--- src/rtl/pipeline_control.sv ---
// RV32I(+M) control-path decoder and D->E->M->W control pipeline.
// A divide in E holds for DIV_CYCLES cycles while upstream stages are stalled.
module pipeline_control #(
    parameter int M_EXT      = 0,
    parameter int DIV_CYCLES = 4
) (
    input  logic        clk,
    input  logic        rst,
    input  logic [31:0] instrD,
    input  logic        validD,
    input  logic        flushE,
    output logic [2:0]  ImmSrcD,
    output logic        RegWriteE,
    output logic        MemWriteE,
    output logic        JumpE,
    output logic        JumpRegE,
    output logic        BranchE,
    output logic        ALUSrcE,
    output logic        RD1SrcE,
    output logic [1:0]  ResultSrcE,
    output logic [2:0]  TypeE,
    output logic [4:0]  ALUControlE,
    output logic        IllegalE,
    output logic        RegWriteM,
    output logic        MemWriteM,
    output logic [1:0]  ResultSrcM,
    output logic        RegWriteW,
    output logic [1:0]  ResultSrcW,
    output logic        StallReq
);
    localparam int CW = (DIV_CYCLES > 1) ? $clog2(DIV_CYCLES) : 1;
    localparam logic [CW-1:0] CNT_LAST = CW'(DIV_CYCLES - 1);

    localparam logic [6:0] OP_R    = 7'b0110011;
    localparam logic [6:0] OP_I    = 7'b0010011;
    localparam logic [6:0] OP_LD   = 7'b0000011;
    localparam logic [6:0] OP_ST   = 7'b0100011;
    localparam logic [6:0] OP_BR   = 7'b1100011;
    localparam logic [6:0] OP_JAL  = 7'b1101111;
    localparam logic [6:0] OP_JALR = 7'b1100111;
    localparam logic [6:0] OP_LUI  = 7'b0110111;
    localparam logic [6:0] OP_AUI  = 7'b0010111;

    typedef struct packed {
        logic       regwrite;
        logic       memwrite;
        logic       jump;
        logic       jumpreg;
        logic       branch;
        logic       alusrc;
        logic       rd1src;
        logic [1:0] resultsrc;
        logic [2:0] ftype;
        logic [4:0] aluctrl;
        logic       illegal;
    } ectl_t;

    typedef struct packed {
        logic       regwrite;
        logic       memwrite;
        logic [1:0] resultsrc;
    } mctl_t;

    typedef struct packed {
        logic       regwrite;
        logic [1:0] resultsrc;
    } wctl_t;

    ectl_t       dec, e_q;
    mctl_t       m_q;
    wctl_t       w_q;
    logic [2:0]  imm_d;
    logic [CW-1:0] cnt;
    logic        div_e;
    logic        stall;

    logic [6:0]  op;
    logic [2:0]  f3;
    logic [6:0]  f7;
    logic        unused_instr;

    assign op = instrD[6:0];
    assign f3 = instrD[14:12];
    assign f7 = instrD[31:25];
    assign unused_instr = ^{instrD[24:15], instrD[11:7]};

    always_comb begin
        dec   = '0;
        imm_d = 3'b000;
        if (validD) begin
            case (op)
                OP_R: begin
                    if (f7 == 7'b0000001) begin
                        if (M_EXT != 0) begin
                            dec.regwrite = 1'b1;
                            dec.aluctrl  = {2'b10, f3};
                        end else begin
                            dec.illegal  = 1'b1;
                        end
                    end else begin
                        dec.regwrite = 1'b1;
                        dec.aluctrl  = {1'b0, (f3 == 3'b000 || f3 == 3'b101) ? instrD[30] : 1'b0, f3};
                    end
                end
                OP_I: begin
                    dec.regwrite = 1'b1;
                    dec.alusrc   = 1'b1;
                    dec.aluctrl  = {1'b0, (f3 == 3'b101) ? instrD[30] : 1'b0, f3};
                end
                OP_LD: begin
                    dec.regwrite  = 1'b1;
                    dec.resultsrc = 2'b01;
                    dec.alusrc    = 1'b1;
                    dec.ftype     = f3;
                end
                OP_ST: begin
                    dec.memwrite = 1'b1;
                    dec.alusrc   = 1'b1;
                    dec.ftype    = f3;
                    imm_d        = 3'b001;
                end
                OP_BR: begin
                    dec.branch  = 1'b1;
                    dec.aluctrl = 5'b01000;
                    dec.ftype   = f3;
                    imm_d       = 3'b010;
                end
                OP_JAL: begin
                    dec.jump      = 1'b1;
                    dec.regwrite  = 1'b1;
                    dec.resultsrc = 2'b10;
                    imm_d         = 3'b100;
                end
                OP_JALR: begin
                    dec.jump      = 1'b1;
                    dec.jumpreg   = 1'b1;
                    dec.regwrite  = 1'b1;
                    dec.resultsrc = 2'b10;
                    dec.alusrc    = 1'b1;
                end
                OP_LUI: begin
                    dec.regwrite = 1'b1;
                    dec.alusrc   = 1'b1;
                    dec.aluctrl  = 5'b01111;
                    imm_d        = 3'b011;
                end
                OP_AUI: begin
                    dec.regwrite = 1'b1;
                    dec.alusrc   = 1'b1;
                    dec.rd1src   = 1'b1;
                    imm_d        = 3'b011;
                end
                default: dec.illegal = 1'b1;
            endcase
        end
    end

    // Any M-extension op with funct3[2] set is a divide/remainder.
    assign div_e = (M_EXT != 0) && e_q.aluctrl[4] && e_q.aluctrl[2];
    assign stall = div_e && (cnt != CNT_LAST);

    always_ff @(posedge clk or posedge rst) begin
        if (rst) begin
            e_q <= '0;
            m_q <= '0;
            w_q <= '0;
            cnt <= '0;
        end else begin
            w_q <= wctl_t'{m_q.regwrite, m_q.resultsrc};
            if (flushE) begin
                e_q <= '0;
                m_q <= mctl_t'{e_q.regwrite, e_q.memwrite, e_q.resultsrc};
                cnt <= '0;
            end else if (stall) begin
                m_q <= '0;
                cnt <= cnt + CW'(1);
            end else begin
                e_q <= dec;
                m_q <= mctl_t'{e_q.regwrite, e_q.memwrite, e_q.resultsrc};
                cnt <= '0;
            end
        end
    end

    assign ImmSrcD     = imm_d;
    assign RegWriteE   = e_q.regwrite;
    assign MemWriteE   = e_q.memwrite;
    assign JumpE       = e_q.jump;
    assign JumpRegE    = e_q.jumpreg;
    assign BranchE     = e_q.branch;
    assign ALUSrcE     = e_q.alusrc;
    assign RD1SrcE     = e_q.rd1src;
    assign ResultSrcE  = e_q.resultsrc;
    assign TypeE       = e_q.ftype;
    assign ALUControlE = e_q.aluctrl;
    assign IllegalE    = e_q.illegal;
    assign RegWriteM   = m_q.regwrite;
    assign MemWriteM   = m_q.memwrite;
    assign ResultSrcM  = m_q.resultsrc;
    assign RegWriteW   = w_q.regwrite;
    assign ResultSrcW  = w_q.resultsrc;
    assign StallReq    = stall;

endmodule
--- config.mk ---
export PLATFORM = sky130hd
export DESIGN_NAME = pipeline_control
export DESIGN_NICKNAME = d
export VERILOG_FILES = /design/src/rtl/pipeline_control.sv
export SDC_FILE = /design/constraint.sdc
export NUM_CORES = 1
export LEC_CHECK = 0
export CAP_MARGIN = 20
export CORE_ASPECT_RATIO = 0.8
export CORE_UTILIZATION = 38
export CTS_CLUSTER_SIZE = 30
export DETAILED_ROUTE_END_ITERATION = 7
export PLACE_DENSITY_LB_ADDON = 0.25
export SYNTH_ARGS = -nofsm -noshare
export SYNTH_HDL_FRONTEND = slang
export SYNTH_SLANG_ARGS = --single-unit
export TNS_END_PERCENT = 5
--- constraint.sdc ---
create_clock -name clk -period 2.6 [get_ports clk]
set_input_delay 0.52 -clock clk [delete_from_list [all_inputs] [get_ports clk]]
set_output_delay 0.52 -clock clk [all_outputs]
set_load 0.05 [all_outputs]
==> results.yml, run 1 <==
power_and_ir_drop:
  p_per_area_nw_per_um2: 392
  ir_drop_mv: 0.281
  total_power_uw: 625
  p_leak_nw: 0.677
yosys:
  yosys-top-cells-count: "23 x dfrtp_1, 15 x nor2_1, 7 x nand2_1, 6 x a21oi_1"
  ys_seq_area_frac: 0.578
  yosys.area.top_type_share: 0.578
  synth.area.top_cells: "dfrtp_1 58%, nor2_1 5.7%, a21oi_1 3.0%, nand2_1 2.6%, buf_4 2.3%"
  synth_cell_types: 32
  async_reset_ff_frac: 1.00
  yosysMostFrequentCell: "dfrtp_1"
  synth-main-ff-cell: "dfrtp_1"
  netlist_area_um2: 996
  synth-warning-count: 0
  synthCells: 97
  synth_edf_count: 0
  avgSynthCellArea_um2: 10.3
  synth-seq-cells: 23
  synth_top_cell_by_area: "dfrtp_1"
global_route:
  grt_pass1_vias: 800
  grt_pass1_wl_um: 3710
  grtUsageMet3: 0.0568
  use_met1: 0.250
  grt_overflow_total: 0
  globalRoute.busiestLayer: "met2"
  met2_usage: 0.290
  globalRouteTotalUtil: 0.184
  grt_max_degree: 24
  antenna_found_initial: 0
timing:
  fin_crit_sh: 0.926
  slew_viol_final: 0
  hold_viol_final: 0
  fmax_mhz: 415
  setup-tns-final_ns: 0
  worst_pin_slew_ns: 0.817
  clock_skew_ns: 0.00915
  min_period_ns: 2.41
  setup_ws_ns: 0.191
  relSlewSlack: 0.455
  setup_viol: 0
  rsz0062_at_grt: "no"
  hold_slack_ns: 0.386
critical_path:
  end_kind: "output pin"
  critPathLaunchType: "input pin"
  worstPathArrival_ns: 1.89
  critPathMaxFanout: 8
  cp.required_ns: 2.08
  r2r_cells: 0
  crit_type: "in -> out"
drt:
  routed_wl_um: 2290
  vias: 903
  post-route-drc-count: 0
  ant_nets: 0
  drtIter0Drc: 53
  wl_per_cell_um: 12.3
  dr.pass1.iters: 4
  vias_per_cell: 4.85
placement:
  place.gp.congestion: 0.844
  place_inst: 182
  numPortBuffers: 47
  pre_cts_ws_ns: 0.218
  post-dp-hpwl_um: 1820
  place_area_um2: 1570
cells_and_area:
  finalNonFillerCells: 186
  area_growth_pct: 60.1
  design_area_um2: 1590
  drive_gt1_frac: 0.120
  fin_nets: 187
  antennaDiodeCount: 0
  nFillCells: 213
  final_core_util: 0.647
clocking:
  post_cts_buffers: 0
  clkSlewWorstSetupHoldPaths_ns: 0.11
  numCtsBuffers: 3
  cts_tree: "built"
  cts_hold_buf: 0
  max-clock-path-buffers: 2
  cts_sinks: 23
  ctsHtreeMaxLevel: 1
  cts-resized-gates: 0
  root_buffer: "clkbuf_4"
  worstSkewPairLatency_ns: 0.31
floorplanning:
  die_h_um: 47.8
  die_w_um: 59.2
  die_area_um2: 2830
  ioPinCount: 65
  coreArea_um2: 2460
  core.rowCount: 16
  initial_core_util: 0.404
run:
  maxCapViolCount: 0
min_path:
  hold_depth: 0
  hp-class: "reg -> reg"
run_status:
  status: "finished clean"
==> power by group <==
group	switching, mW	internal, mW	total [mW]
clock network	0.103	0.0575	0.161
logic	0.0554	0.0486	0.104
registers	0.000625	0.360	0.360
==> cell families after synthesis <==
| logic type | share of synthesized area |
|---|---|
| AND/OR/NAND/NOR | 0.244 |
| flip-flops | 0.578 |
| AO/OA/AOI/OAI | 0.127 |
| buffers and inverters | 0.0477 |
| other | 0.00377 |
==> sequential cells by signal, summed over array words and instances (netlist names) <==
name	flops
JumpRegE	1
JumpE	1
ResultSrcM	2
ResultSrcW	2
ResultSrcE	1
RD1SrcE	1
MemWriteM	1
RegWriteW	1
RegWriteE	1
IllegalE	1
MemWriteE	1
RegWriteM	1
TypeE	3
ALUControlE	4
BranchE	1
ALUSrcE	1
==> critical path, cell delays in order <==
cell and delay [ns]:
clkdlybuf4s50_1 0.41, buf_4 0.16, nor2_1 0.19, nand2_1 0.11, a211oi_2 0.32, buf_12 0.18
==> metal layers <==
layer,wire length (µm),vias to the layer above,part of all wire
met5,0,-,0
met3,223,6,0.097
met1,988,399,0.43
li1,-,440,-
met2,1040,58,0.45
met4,34,0,0.015
==> worst paths after layout <==
check	startpoint	slack (ns)	end
max in group asynchronous	rst	1.43	TypeE[2]
worst max-delay path	instrD[4]	0.19	ImmSrcD[0]
worst min register to register	ResultSrcM[0]	0.39	ResultSrcW[0]
worst min-delay path	ResultSrcM[0]	0.39	ResultSrcW[0]
min in group asynchronous	rst	0.66	MemWriteE
worst max register to register	JumpE	2.08	ResultSrcM[1]
==> cells in the final DEF (no fill, tap or decap), types with 2 or more instances in the layout <==
cell type / count
nand3_1: 2
nor2b_1: 2
nor4_1: 2
a211o_1: 2
clkdlybuf4s50_1: 44
buf_4: 7
nand4b_1: 2
clkbuf_4: 3
nor3_1: 3
inv_1: 3
or2_2: 2
conb_1: 2
a31oi_1: 3
nor2_1: 15
nand2_1: 7
buf_12: 3
dfrtp_1: 23
nand2b_1: 2
and2_1: 3
a21oi_1: 6
==> layout make-up <==
| type | count | area [µm²] | area share |
|---|---|---|---|
| multi-input combinational | 66 | 382 | 0.239 |
| inverter | 3 | 11.3 | 0.00706 |
| timing repair buffer | 54 | 553 | 0.347 |
| clock inverter | 1 | 5.00 | 0.00314 |
| tap | 36 | 45.0 | 0.0283 |
| sequential | 23 | 576 | 0.361 |
| clock buffer | 3 | 22.5 | 0.0141 |
Note: power is estimated with default switching activity, not from simulation.
==> run 2, diff against run 1 <==
- SETUP_SLACK_MARGIN: default -> 0.3
==> run 2 against run 1 <==
Effect of this change: critical path type unchanged; combinational power up 7%; highest routed layer unchanged; clock power about the same; sequential share of layout area down 1.1 points; via count up 3.8%; first-iteration DRC count down 15%; flip-flop and latch count unchanged; critical path depth up 1; core utilization up 2.1 points; count of clock-buffer cells in the layout unchanged.
==> results.yml, run 2 (synthesized netlist as in run 1, its figures left out) <==
clocking:
  cts_tree: "built"
  ctsHtreeMaxLevel: 1
  root_buffer: "clkbuf_4"
  worstSkewPairLatency_ns: 0.31
  max-clock-path-buffers: 2
  clkSlewWorstSetupHoldPaths_ns: 0.11
  cts_sinks: 23
  numCtsBuffers: 3
critical_path:
  critPathLaunchType: "input pin"
  worstPathArrival_ns: 1.80
  critPathMaxFanout: 10
  cp.required_ns: 2.08
  crit_type: "in -> out"
  r2r_cells: 0
  end_kind: "output pin"
  r2r_slack_ns: 2.07
floorplanning:
  ioPinCount: 65
  die_area_um2: 2830
  coreArea_um2: 2460
  die_h_um: 47.8
  initial_core_util: 0.404
  core.rowCount: 16
  die_w_um: 59.2
timing:
  setup-tns-final_ns: 0
  fin_crit_sh: 0.891
  slew_viol_final: 0
  worst_pin_slew_ns: 0.817
  setup_viol: 0
  setup_ws_ns: 0.282
  min_period_ns: 2.32
  relSlewSlack: 0.455
  rsz0062_at_grt: "yes"
  hold_viol_final: 0
  clock_skew_ns: 0.0105
  fmax_mhz: 431
cells_and_area:
  finalNonFillerCells: 187
  final_cell_mix: "43 x clkdlybuf4s50_1, 23 x dfrtp_1, 12 x nor2_1"
  drive_gt1_frac: 0.166
  area_growth_pct: 65.2
  antennaDiodeCount: 0
  design_area_um2: 1650
  fin_nets: 188
  largest_register_ffs: 4
  final_common_cell: "clkdlybuf4s50_1"
placement:
  post-dp-hpwl_um: 1820
  pre_cts_ws_ns: 0.218
  place.gp.congestion: 0.844
  place_inst: 182
  numPortBuffers: 47
  place_area_um2: 1570
global_route:
  antenna_found_initial: 0
  grt_pass1_vias: 807
  grt_overflow_total: 0
  globalRouteTotalUtil: 0.186
  grt_max_degree: 24
  grt_pass1_wl_um: 3740
drt:
  routed_wl_um: 2400
  post-route-drc-count: 0
  ant_nets: 0
  dr.pass1.iters: 4
  drtIter0Drc: 45
  wl_per_cell_um: 12.8
  vias: 937
  vias_per_cell: 5.01
min_path:
  hold_depth: 0
  hp-class: "reg -> reg"
power_and_ir_drop:
  p_per_area_nw_per_um2: 385
  p_leak_nw: 0.697
  ir_drop_mv: 0.279
  total_power_uw: 634
run:
  maxCapViolCount: 0
run_status:
  status: "finished clean"
-- run 2: layout make-up --
cell class	instances	area, µm²
multi-input combinational	66	415
inverter	3	11.3
sequential	23	576
tap	36	45.0
timing repair buffer	55	571
fill	197	817
clock inverter	1	5.00
clock buffer	3	22.5
-- run 2: routing by layer --
| layer | GRT usage | part of all wire | wire (µm) |
|---|---|---|---|
| met5 | 0 | 0 | 0 |
| met4 | 0.0524 | 0.020 | 48 |
| met3 | 0.0514 | 0.071 | 169 |
| met2 | 0.292 | 0.47 | 1120 |
| met1 | 0.256 | 0.44 | 1060 |
-- run 2: worst paths after layout --
path / startpoint / endpoint
worst max-delay path: instrD[5] / ImmSrcD[1]
worst min-delay path: ResultSrcM[0] / ResultSrcW[0]
worst max register to register: JumpE / ResultSrcM[1]
worst min register to register: ResultSrcM[0] / ResultSrcW[0]
max in group asynchronous: rst / TypeE[2]
min in group asynchronous: rst / MemWriteE
-- run 2: report_power, final --
group          total (mW)  switching, mW  internal (mW)
logic               0.111         0.0599         0.0514
clock network       0.162          0.105         0.0576
registers           0.360       0.000625          0.360
total               0.634          0.165          0.469
-- run 2: critical path: stages --
cell and delay, ns:
clkdlybuf4s50_1 0.48, buf_4 0.18, nand3b_1 0.14, nor2_1 0.11, a21oi_1 0.05, nor2_2 0.15
buf_12 0.16
-- run 2: what timing repair did --
action,in CTS,in global routing
gates resized for setup,7,6
pin swaps,1,1
buffers inserted,1,0
hold buffers,0,0
endpoints found under the setup margin,3,3
-- run 2: per-stage QoR --
step / hold slack (ns) / util
2_1_floorplan: 0.522 / -
4_1_cts: 0.393 / 0.658
6_report: 0.386 / 0.668
3_3_place_gp: 0.356 / 0.636
3_5_place_dp: 0.365 / 0.636
5_1_grt: 0.408 / 0.668
==> run 3, diff against run 2 <==
- CTS_BUF_LIST: default -> sky130_fd_sc_hd__clkbuf_4 sky130_fd_sc_hd__clkbuf_8 sky130_fd_sc_hd__clkbuf_16
- SLEW_MARGIN: default -> 20
==> results of run 3 <==
The final DEF is identical to that of run 2; final timing and power are the same.
